===== config.mk =====
export PLATFORM = sky130hd
export DESIGN_NAME = s1494_state_seq
export DESIGN_NICKNAME = d
export VERILOG_FILES = /design/src/rtl/s1494_state_seq.sv
export SDC_FILE = /design/constraint.sdc
export NUM_CORES = 1
export LEC_CHECK = 0
export ABC_AREA = 1
export BUFFER_PORTS_ARGS = -buffer_cell sky130_fd_sc_hd__buf_2
export CORE_AREA = 2 2 63 65
export DETAILED_ROUTE_END_ITERATION = 8
export DIE_AREA = 0 0 65 67
export PLACE_DENSITY = 0.69
export SYNTH_ARGS = -nofsm -noshare
export SYNTH_HDL_FRONTEND = slang
export SYNTH_SLANG_ARGS = --single-unit
export TNS_END_PERCENT = 20

===== constraint.sdc =====
create_clock -name CK -period 4.35 [get_ports CK]
set_input_delay 0.87 -clock CK [delete_from_list [all_inputs] [get_ports CK]]
set_output_delay 0.87 -clock CK [all_outputs]
set_load 0.05 [all_outputs]

===== src/rtl/s1494_state_seq.sv =====
// State and primary-input register stage closing the loop around the s1494 next-state cones.
// Optional serial scan through the state bits is enabled by defining S1494_SCAN_EN.
module s1494_state_seq #(
    parameter int STATE_W = 6,
    parameter int PI_W    = 7,
    parameter int CNT_W   = 16
) (
    input  logic               CK,
    input  logic               RST,
    input  logic               step_valid,
    output logic               step_ready,
    input  logic [PI_W-1:0]    pi_in,
    output logic [PI_W-1:0]    pi_q,
    output logic [STATE_W-1:0] state,
    input  logic [STATE_W-1:0] ns,
    output logic               done,
    output logic [CNT_W-1:0]   step_cnt,
    input  logic               scan_en,
    input  logic               scan_in,
    output logic               scan_out
);

    typedef enum logic {
        IDLE = 1'b0,
        EVAL = 1'b1
    } fsm_t;

    fsm_t               fsm_q, fsm_d;
    logic [STATE_W-1:0] state_q, state_d;
    logic [PI_W-1:0]    pi_reg_q, pi_reg_d;
    logic               done_q, done_d;
    logic [CNT_W-1:0]   cnt_q, cnt_d;

    logic               scan_active;
    logic [STATE_W-1:0] state_shifted;

    function automatic logic [CNT_W-1:0] sat_inc(input logic [CNT_W-1:0] v);
        return (&v) ? v : v + CNT_W'(1);
    endfunction

`ifdef S1494_SCAN_EN
    assign scan_active   = scan_en;
    assign state_shifted = {state_q[STATE_W-2:0], scan_in};
    assign scan_out      = state_q[STATE_W-1];
`else
    // Scan pins stay on the interface but have no effect in this build.
    logic scan_unused;
    assign scan_unused   = scan_en ^ scan_in;
    assign scan_active   = 1'b0;
    assign state_shifted = state_q;
    assign scan_out      = 1'b0;
`endif

    always_ff @(posedge CK or posedge RST) begin
        if (RST) begin
            fsm_q    <= IDLE;
            state_q  <= '0;
            pi_reg_q <= '0;
            done_q   <= 1'b0;
            cnt_q    <= '0;
        end else begin
            fsm_q    <= fsm_d;
            state_q  <= state_d;
            pi_reg_q <= pi_reg_d;
            done_q   <= done_d;
            cnt_q    <= cnt_d;
        end
    end

    always_comb begin
        fsm_d    = fsm_q;
        state_d  = state_q;
        pi_reg_d = pi_reg_q;
        done_d   = 1'b0;
        cnt_d    = cnt_q;
        unique case (fsm_q)
            IDLE: begin
                if (scan_active) begin
                    state_d = state_shifted;
                end else if (step_valid) begin
                    pi_reg_d = pi_in;
                    fsm_d    = EVAL;
                end
            end
            EVAL: begin
                // Cones have had a full cycle to settle from pi_q and state.
                state_d = ns;
                done_d  = 1'b1;
                cnt_d   = sat_inc(cnt_q);
                fsm_d   = IDLE;
            end
            default: fsm_d = IDLE;
        endcase
    end

    assign step_ready = (fsm_q == IDLE) & ~scan_active;
    assign pi_q       = pi_reg_q;
    assign state      = state_q;
    assign done       = done_q;
    assign step_cnt   = cnt_q;

endmodule

[After elaboration in Yosys (flattened, before gate mapping)]
Index checks and enable logic that the tools add are counted.
Word-level totals
  register bits after elaboration: 31
  logic and storage cells: 15
Operators by class
  $add $sub $neg: 1
  muxes and demuxes: 4
  bitwise logic cells: 2
  reduce and logical (&&, ||, !) cells: 3
Operators with widths (count)
  16-bit by 1-bit adder with 16-bit output (second input constant): 1
  16-bit AND reduction: 1
  6-bit 2-to-1 mux: 1
  2-bit AND reduction: 2
  1-bit 2-to-1 mux: 2
  1-bit inverter: 2
  1-bit one-hot mux with 2 select lines: 1

[Longest topological paths before layout]
Gate-level depths: netlist (run 1).
  word-level depth: 3
  depth in mapped cells: 8
  mapped depth without buffers: 8

[Worst setup path after synthesis (run 1)]
Ideal clock, no wire load.
  path type: register to register
  start point: reg cnt_q[0] (netlist: step_cnt[0])
  end point: reg cnt_q[6] (netlist: step_cnt[6])
  data arrival time: 1657 ps
  required time: 4232 ps
  slack: 2575 ps
  cell stages (with the launch flop): 9
  clock period less this slack: 1775 ps
  cell sequence: dfrtp_1 > ha_1 > inv_1 > nor2_2 > nand2_2 > nor2_1 > nor2_2 > nand2_1 > nand2_1
On the way
  longest elaborated chain between the ends: 3
RTL lines
  from (decl): RTL line 32  | logic [CNT_W-1:0] cnt_q, cnt_d;
  from (signal assigned): RTL line 66  | cnt_q <= cnt_d;
  branches (longest 3 deep; another with 16-bit by 1-bit adder with 16-bit output)
Several ways; the timed one is not identified.
A chain may end at the register's enable or synchronous reset.

[Worst setup path in the final report (run 1)]
  start point: reg fsm_q
  end point: out step_ready
On the way
  longest elaborated chain between the ends: 1
RTL lines
  from (decl): RTL line 28  | fsm_t fsm_q, fsm_d;
  from (signal assigned): RTL line 62  | fsm_q <= fsm_d;
  1-bit inverter (no line)
  to (decl): RTL line 11  | output logic step_ready,
Every way passes these cells.

==> flow_metrics.py, run 1 <==
metrics = {
    "outcome": {
        "status": "complete, no violations",
    },
    "setup_path": {
        "worstPathCellList": "inv_2, buf_2",
        "cp_max_fo": 11,
        "startpoint_type": "flip-flop",
        "reg2reg_slack_ns": 2.64,
        "r2r_cells": 6,
        "timing_worst_setup_path_type": "flip-flop to output pin",
        "critical_path_required_ns": 3.48,
        "reg2reg_to": "step_cnt[4]$_DFFE_PP0P_",
        "critical-path-max-stage-delay_ns": 0.53,
        "worstReg2RegStart": "step_cnt[0]$_DFFE_PP0P_",
        "critPathCaptureType": "output pin",
        "cp_data_arrival_time_ns": 1.34,
        "crit_path_top_delay_cell": "dfrtp_1",
    },
    "placed_design": {
        "port_buffers": 46,
        "globalplace.congestion": 0.796,
        "place_ws_ns": 2.44,
        "place_hpwl_mm": 2.52,
    },
    "cells_and_area": {
        "syn2layout_area_growth_pct": 22.4,
        "fin_nets": 288,
        "n_antenna_cell": 0,
        "layout-drive-gt1-share": 0.222,
        "post-route-util": 0.535,
        "nFillCells": 357,
    },
    "sta": {
        "finalSetupViolCount": 0,
        "post-route-min-period_ns": 2.21,
        "min_period_over_period": 0.509,
        "max_freq_mhz": 451,
        "final_max_slew_viol_count": 0,
        "timing.hold.ws_ns": 0.463,
        "rsz0062_at_grt": "no",
        "fin_skew_ns": 0.00919,
        "fin_setup_tns_ns": 0,
        "setup_ws_ns": 2.14,
        "worstMarginPinSlew_ns": 0.525,
        "slew_headroom": 0.650,
        "hold_violations": 0,
    },
    "grt": {
        "track_usage": 0.179,
        "grt_max_degree": 19,
        "grt_pass1_vias": 1295,
        "grt_pass1_wl_mm": 5.78,
        "antenna_found_initial": 0,
        "overflow": 0,
    },
    "detailed_routing": {
        "dr.pass1.iters": 4,
        "drc": 0,
        "vias_per_cell": 4.56,
        "routed-via-count": 1449,
        "ant_nets": 0,
        "drtIter0Drc": 121,
        "finalWirelength_mm": 3.41,
        "wl_per_cell_um": 10.7,
    },
    "clocking": {
        "htree_num_levels": 2,
        "cts_hold_buf": 0,
        "clk_latency_ns": 0.29,
        "cts_buffers": 5,
        "clockBufferDepth": 2,
        "root_buffer": "clkbuf_8",
        "postCtsSetupRepairBufs": 0,
        "cts.clk_slew.worst_paths_ns": 0.07,
        "cts_resized": 0,
        "cts_sinks": 31,
        "cts_tree": "built",
    },
    "yosys": {
        "yosys_most_used_dff": "dfrtp_1",
        "yosys_register_bits": 31,
        "ys_top_cells_by_count": "115 x nand2_1, 31 x dfrtp_1, 21 x nor2_1",
        "async_flop_share": 1.00,
        "avgSynthCellArea_um2": 7.23,
        "syn_inst": 218,
        "synth_cell_type_count": 18,
        "yosys_warnings": 0,
        "syn-cell-area_mm2": 0.00158,
        "synth_edf_count": 0,
        "syn_nets": 237,
        "yosysMostFrequentCell": "nand2_1",
        "synth-seq-area-share": 0.492,
        "yosys.area.top_type": "dfrtp_1",
        "synth_top_area_frac": 0.492,
        "synth.area.top_cells": "dfrtp_1 49%, nand2_1 27%, nor2_1 5.0%, inv_1 4.5%, nand3_1 3.5%",
    },
    "job": {
        "cap_violations": 0,
    },
    "die": {
        "die_w_um": 65,
        "initial_core_util": 0.437,
        "pin_count": 50,
        "die_height_um": 67,
        "die-area_mm2": 0.00436,
        "core-area_mm2": 0.00361,
        "rows": 22,
    },
    "hold_path": {
        "hold_class": "flip-flop to flip-flop",
        "min_from": "state[3]$_DFFE_PP0P_",
        "min_path_cells": 2,
        "hold_end": "state[3]$_DFFE_PP0P_",
    },
    "power_and_ir_drop": {
        "total_power_w": 0.000822,
        "ir_worst_vdd_uv": 218,
        "power_per_cell_area_mw_per_mm2": 426,
        "power_leakage_nw": 1.07,
    },
}
[cell usage in the layout, fill, tap and decap left out, drive strengths merged]
cell / Yosys / routed
nor2: 24 / 24
conb: 1 / 1
xor2: 1 / 1
nand4: 4 / 4
ha: 1 / 1
dfrtp: 31 / 31
inv: 20 / 20
nand3b: 1 / 1
clkbuf: 0 / 6
nand2: 116 / 116
nand3: 11 / 11
buf: 3 / 47
clkinvlp: 0 / 1
o21ai: 1 / 1
xnor2: 3 / 3
clkinv: 1 / 2
[flip-flops by register name, summed over array words and instances (netlist names)]
name,flops
pi_q,7
step_cnt,16
state,6
done,1
fsm_q,1
[cells by family after synthesis]
group           count (synthesis)  synth area share
simple gates                  156             0.396
buf+inv                        24            0.0691
compound gates                  1            0.0103
other cells                     1           0.00238
xor+xnor                        4            0.0222
fa+ha+maj                       1           0.00794
flops                          31             0.492
[worst max-delay path: cells and delay by family (launching register included)]
kind	cells	cell delay, ns
buffers and inverters	2	0.53
flip-flops	1	0.53
[power by group]
group          switching [W]  internal [W]
logic               0.000191     0.0000551
clock network       0.000110      0.000112
registers          0.0000311      0.000323
[how the worst max path moves through the flow]
stage                            start                      end  slack (ns)
6_report               fsm_q$_DFF_PP0_               step_ready        2.14
5_1_grt                fsm_q$_DFF_PP0_               step_ready        2.05
4_1_cts                fsm_q$_DFF_PP0_               step_ready        2.12
3_5_place_dp           fsm_q$_DFF_PP0_               step_ready        2.44
3_3_place_gp           fsm_q$_DFF_PP0_               step_ready        2.43
2_1_floorplan  step_cnt[0]$_DFFE_PP0P_  step_cnt[6]$_DFFE_PP0P_        2.57
[per-stage QoR]
| stage | cells | area (µm²) |
|---|---|---|
| 3_5_place_dp | 310 | 1840 |
| 4_1_cts | 318 | 1930 |
| 6_report | 318 | 1930 |
| 2_1_floorplan | 218 | 1580 |
| 3_3_place_gp | 310 | 1840 |
| 5_1_grt | 318 | 1930 |
[final cells by class]
class	instances	area, µm²	area share
flip-flops and latches	31	776	0.402
multi-input cells	163	691	0.358
repair buffers	47	238	0.123
inverters	21	78.8	0.0409
clock buffers	6	72.6	0.0376
well taps	48	60.1	0.0311
clock inverters	2	12.5	0.00649
[routing by layer]
layer / up-vias / global-route usage / part of all wire
li1: 762 / - / -
met3: 7 / 0.0372 / 0.038
met1: 650 / 0.216 / 0.44
met2: 30 / 0.303 / 0.50
met4: 0 / 0.0878 / 0.022
met5: - / 0 / 0
(Power assumes the default switching activity.)
==> inputs of run 2 (changes only) <==
PLACE_DENSITY = 0.72   (was 0.69)
clock period = 2 ns   (was 4.35 ns; I/O delays follow)
==> run 2 against run 1 <==
Against the previous run:
- first-iteration DRC count is 23% lower
- total power is 120% higher
- final cell count is 0.63% higher
==> flow_metrics.py, run 2 (same netlist as run 1, synthesis figures left out) <==
metrics = {
    "placed_design": {
        "globalplace.congestion": 0.798,
        "place_ws_ns": 0.362,
        "place_hpwl_mm": 2.43,
        "port_buffers": 46,
        "dp.cells": 312,
    },
    "hold_path": {
        "hold_class": "primary input to async pin",
    },
    "clocking": {
        "cts_hold_buf": 0,
        "root_buffer": "clkbuf_8",
        "htree_num_levels": 2,
        "cts_tree": "built",
        "clockBufferDepth": 2,
        "postCtsSetupRepairBufs": 0,
        "cts_sinks": 31,
        "cts.clk_slew.worst_paths_ns": 0.07,
        "cts_resized": 0,
        "cts_buffers": 5,
        "clk_latency_ns": 0.28,
    },
    "sta": {
        "post-route-min-period_ns": 1.75,
        "setup_ws_ns": 0.247,
        "max_freq_mhz": 570,
        "final_max_slew_viol_count": 0,
        "min_period_over_period": 0.876,
        "fin_skew_ns": 0.00779,
        "hold_violations": 0,
        "fin_setup_tns_ns": 0,
        "finalSetupViolCount": 0,
        "timing.hold.ws_ns": 0.181,
        "rsz0062_at_grt": "no",
    },
    "detailed_routing": {
        "finalWirelength_mm": 3.29,
        "routed-via-count": 1459,
        "drc": 0,
        "wl_per_cell_um": 10.3,
        "ant_nets": 0,
        "dr.pass1.iters": 4,
        "vias_per_cell": 4.56,
        "drtIter0Drc": 93,
    },
    "grt": {
        "antenna_found_initial": 0,
        "grt_pass1_wl_mm": 5.67,
        "grt_max_degree": 32,
        "grt_pass1_vias": 1335,
        "track_usage": 0.175,
        "overflow": 0,
    },
    "setup_path": {
        "cp_max_fo": 11,
        "critPathCaptureType": "output pin",
        "r2r_cells": 7,
        "startpoint_type": "flip-flop",
        "critical-path-max-stage-delay_ns": 0.54,
        "reg2reg_slack_ns": 0.38,
        "critical_path_required_ns": 1.60,
        "crit_path_top_delay_cell": "dfrtp_1",
        "cp_data_arrival_time_ns": 1.35,
        "timing_worst_setup_path_type": "flip-flop to output pin",
        "reg2reg_to": "step_cnt[5]$_DFFE_PP0P_",
        "worstPathCellList": "inv_2, buf_2",
        "worstReg2RegStart": "step_cnt[0]$_DFFE_PP0P_",
    },
    "die": {
        "pin_count": 50,
        "initial_core_util": 0.437,
        "die-area_mm2": 0.00436,
        "die_w_um": 65,
        "core-area_mm2": 0.00361,
        "die_height_um": 67,
        "rows": 22,
    },
    "outcome": {
        "status": "complete, no violations",
    },
    "power_and_ir_drop": {
        "ir_worst_vdd_uv": 490,
        "power_leakage_nw": 1.07,
        "power_per_cell_area_mw_per_mm2": 916,
    },
    "cells_and_area": {
        "n_antenna_cell": 0,
        "layout_commonest_cell": "nand2_1",
        "instances_no_fill": 320,
        "post-route-util": 0.539,
        "syn2layout_area_growth_pct": 23.4,
        "layout-drive-gt1-share": 0.228,
        "fin_nets": 290,
        "largest_reg_flops": 16,
        "final_cell_mix": "115 x nand2_1, 46 x buf_2, 31 x dfrtp_1, 21 x nor2_1, 19 x inv_1",
    },
    "job": {
        "cap_violations": 0,
    },
}
==> run 2: cell types whose count changed in the layout (fill, tap and decap cells not counted) <==
cell   before  now
buf_4       1    3
==> run 2: critical path, delay by kind of cell (launching register included) <==
kind / cells / cell delay, ns
buffers and inverters: 2 / 0.53
flip-flops: 1 / 0.54
==> run 2: power breakdown <==
group | total, W | internal (W) | switching [W]
clock network | 0.000469 | 0.000242 | 0.000227
logic | 0.000541 | 0.000122 | 0.000419
registers | 0.000769 | 0.000702 | 0.0000674
total | 0.00178 | 0.00107 | 0.000713
==> run 2: final cells by class <==
| class | count | area [µm²] |
|---|---|---|
| Sequential cell | 31 | 776 |
| Multi-Input combinational cell | 163 | 691 |
| Tap cell | 48 | 60.1 |
| Timing Repair Buffer | 49 | 253 |
| Clock inverter | 2 | 12.5 |
| Inverter | 21 | 78.8 |
| Fill cell | 378 | 1660 |
| Clock buffer | 6 | 72.6 |
==> run 2: metal layers <==
metal / global-route usage / vias up / part of all wire
met4: 0.0931 / 0 / 0.026
met2: 0.295 / 30 / 0.48
met3: 0.0507 / 10 / 0.035
li1: - / 763 / -
met1: 0.201 / 656 / 0.46
met5: 0 / - / 0
==> run 2: through the flow <==
| stage | total power [W] | cell area [µm²] |
|---|---|---|
| after floorplan | 0.00119 | 1580 |
| after detailed placement | 0.00132 | 1860 |
| after global placement | 0.00132 | 1860 |
| after global routing | 0.00189 | 1940 |
| final | 0.00178 | 1940 |
| after CTS | 0.00181 | 1940 |
==> run 2: worst max path at each step <==
stage	start	endpoint	slack (ns)	depth (start not counted)
after global placement	step_cnt[0]$_DFFE_PP0P_	step_cnt[11]$_DFFE_PP0P_	0.37	8
after floorplan	step_cnt[0]$_DFFE_PP0P_	step_cnt[6]$_DFFE_PP0P_	0.22	8
after global routing	fsm_q$_DFF_PP0_	step_ready	0.15	2
after CTS	fsm_q$_DFF_PP0_	step_ready	0.22	2
after detailed placement	step_cnt[0]$_DFFE_PP0P_	step_cnt[8]$_DFFE_PP0P_	0.36	8
final	fsm_q$_DFF_PP0_	step_ready	0.25	2
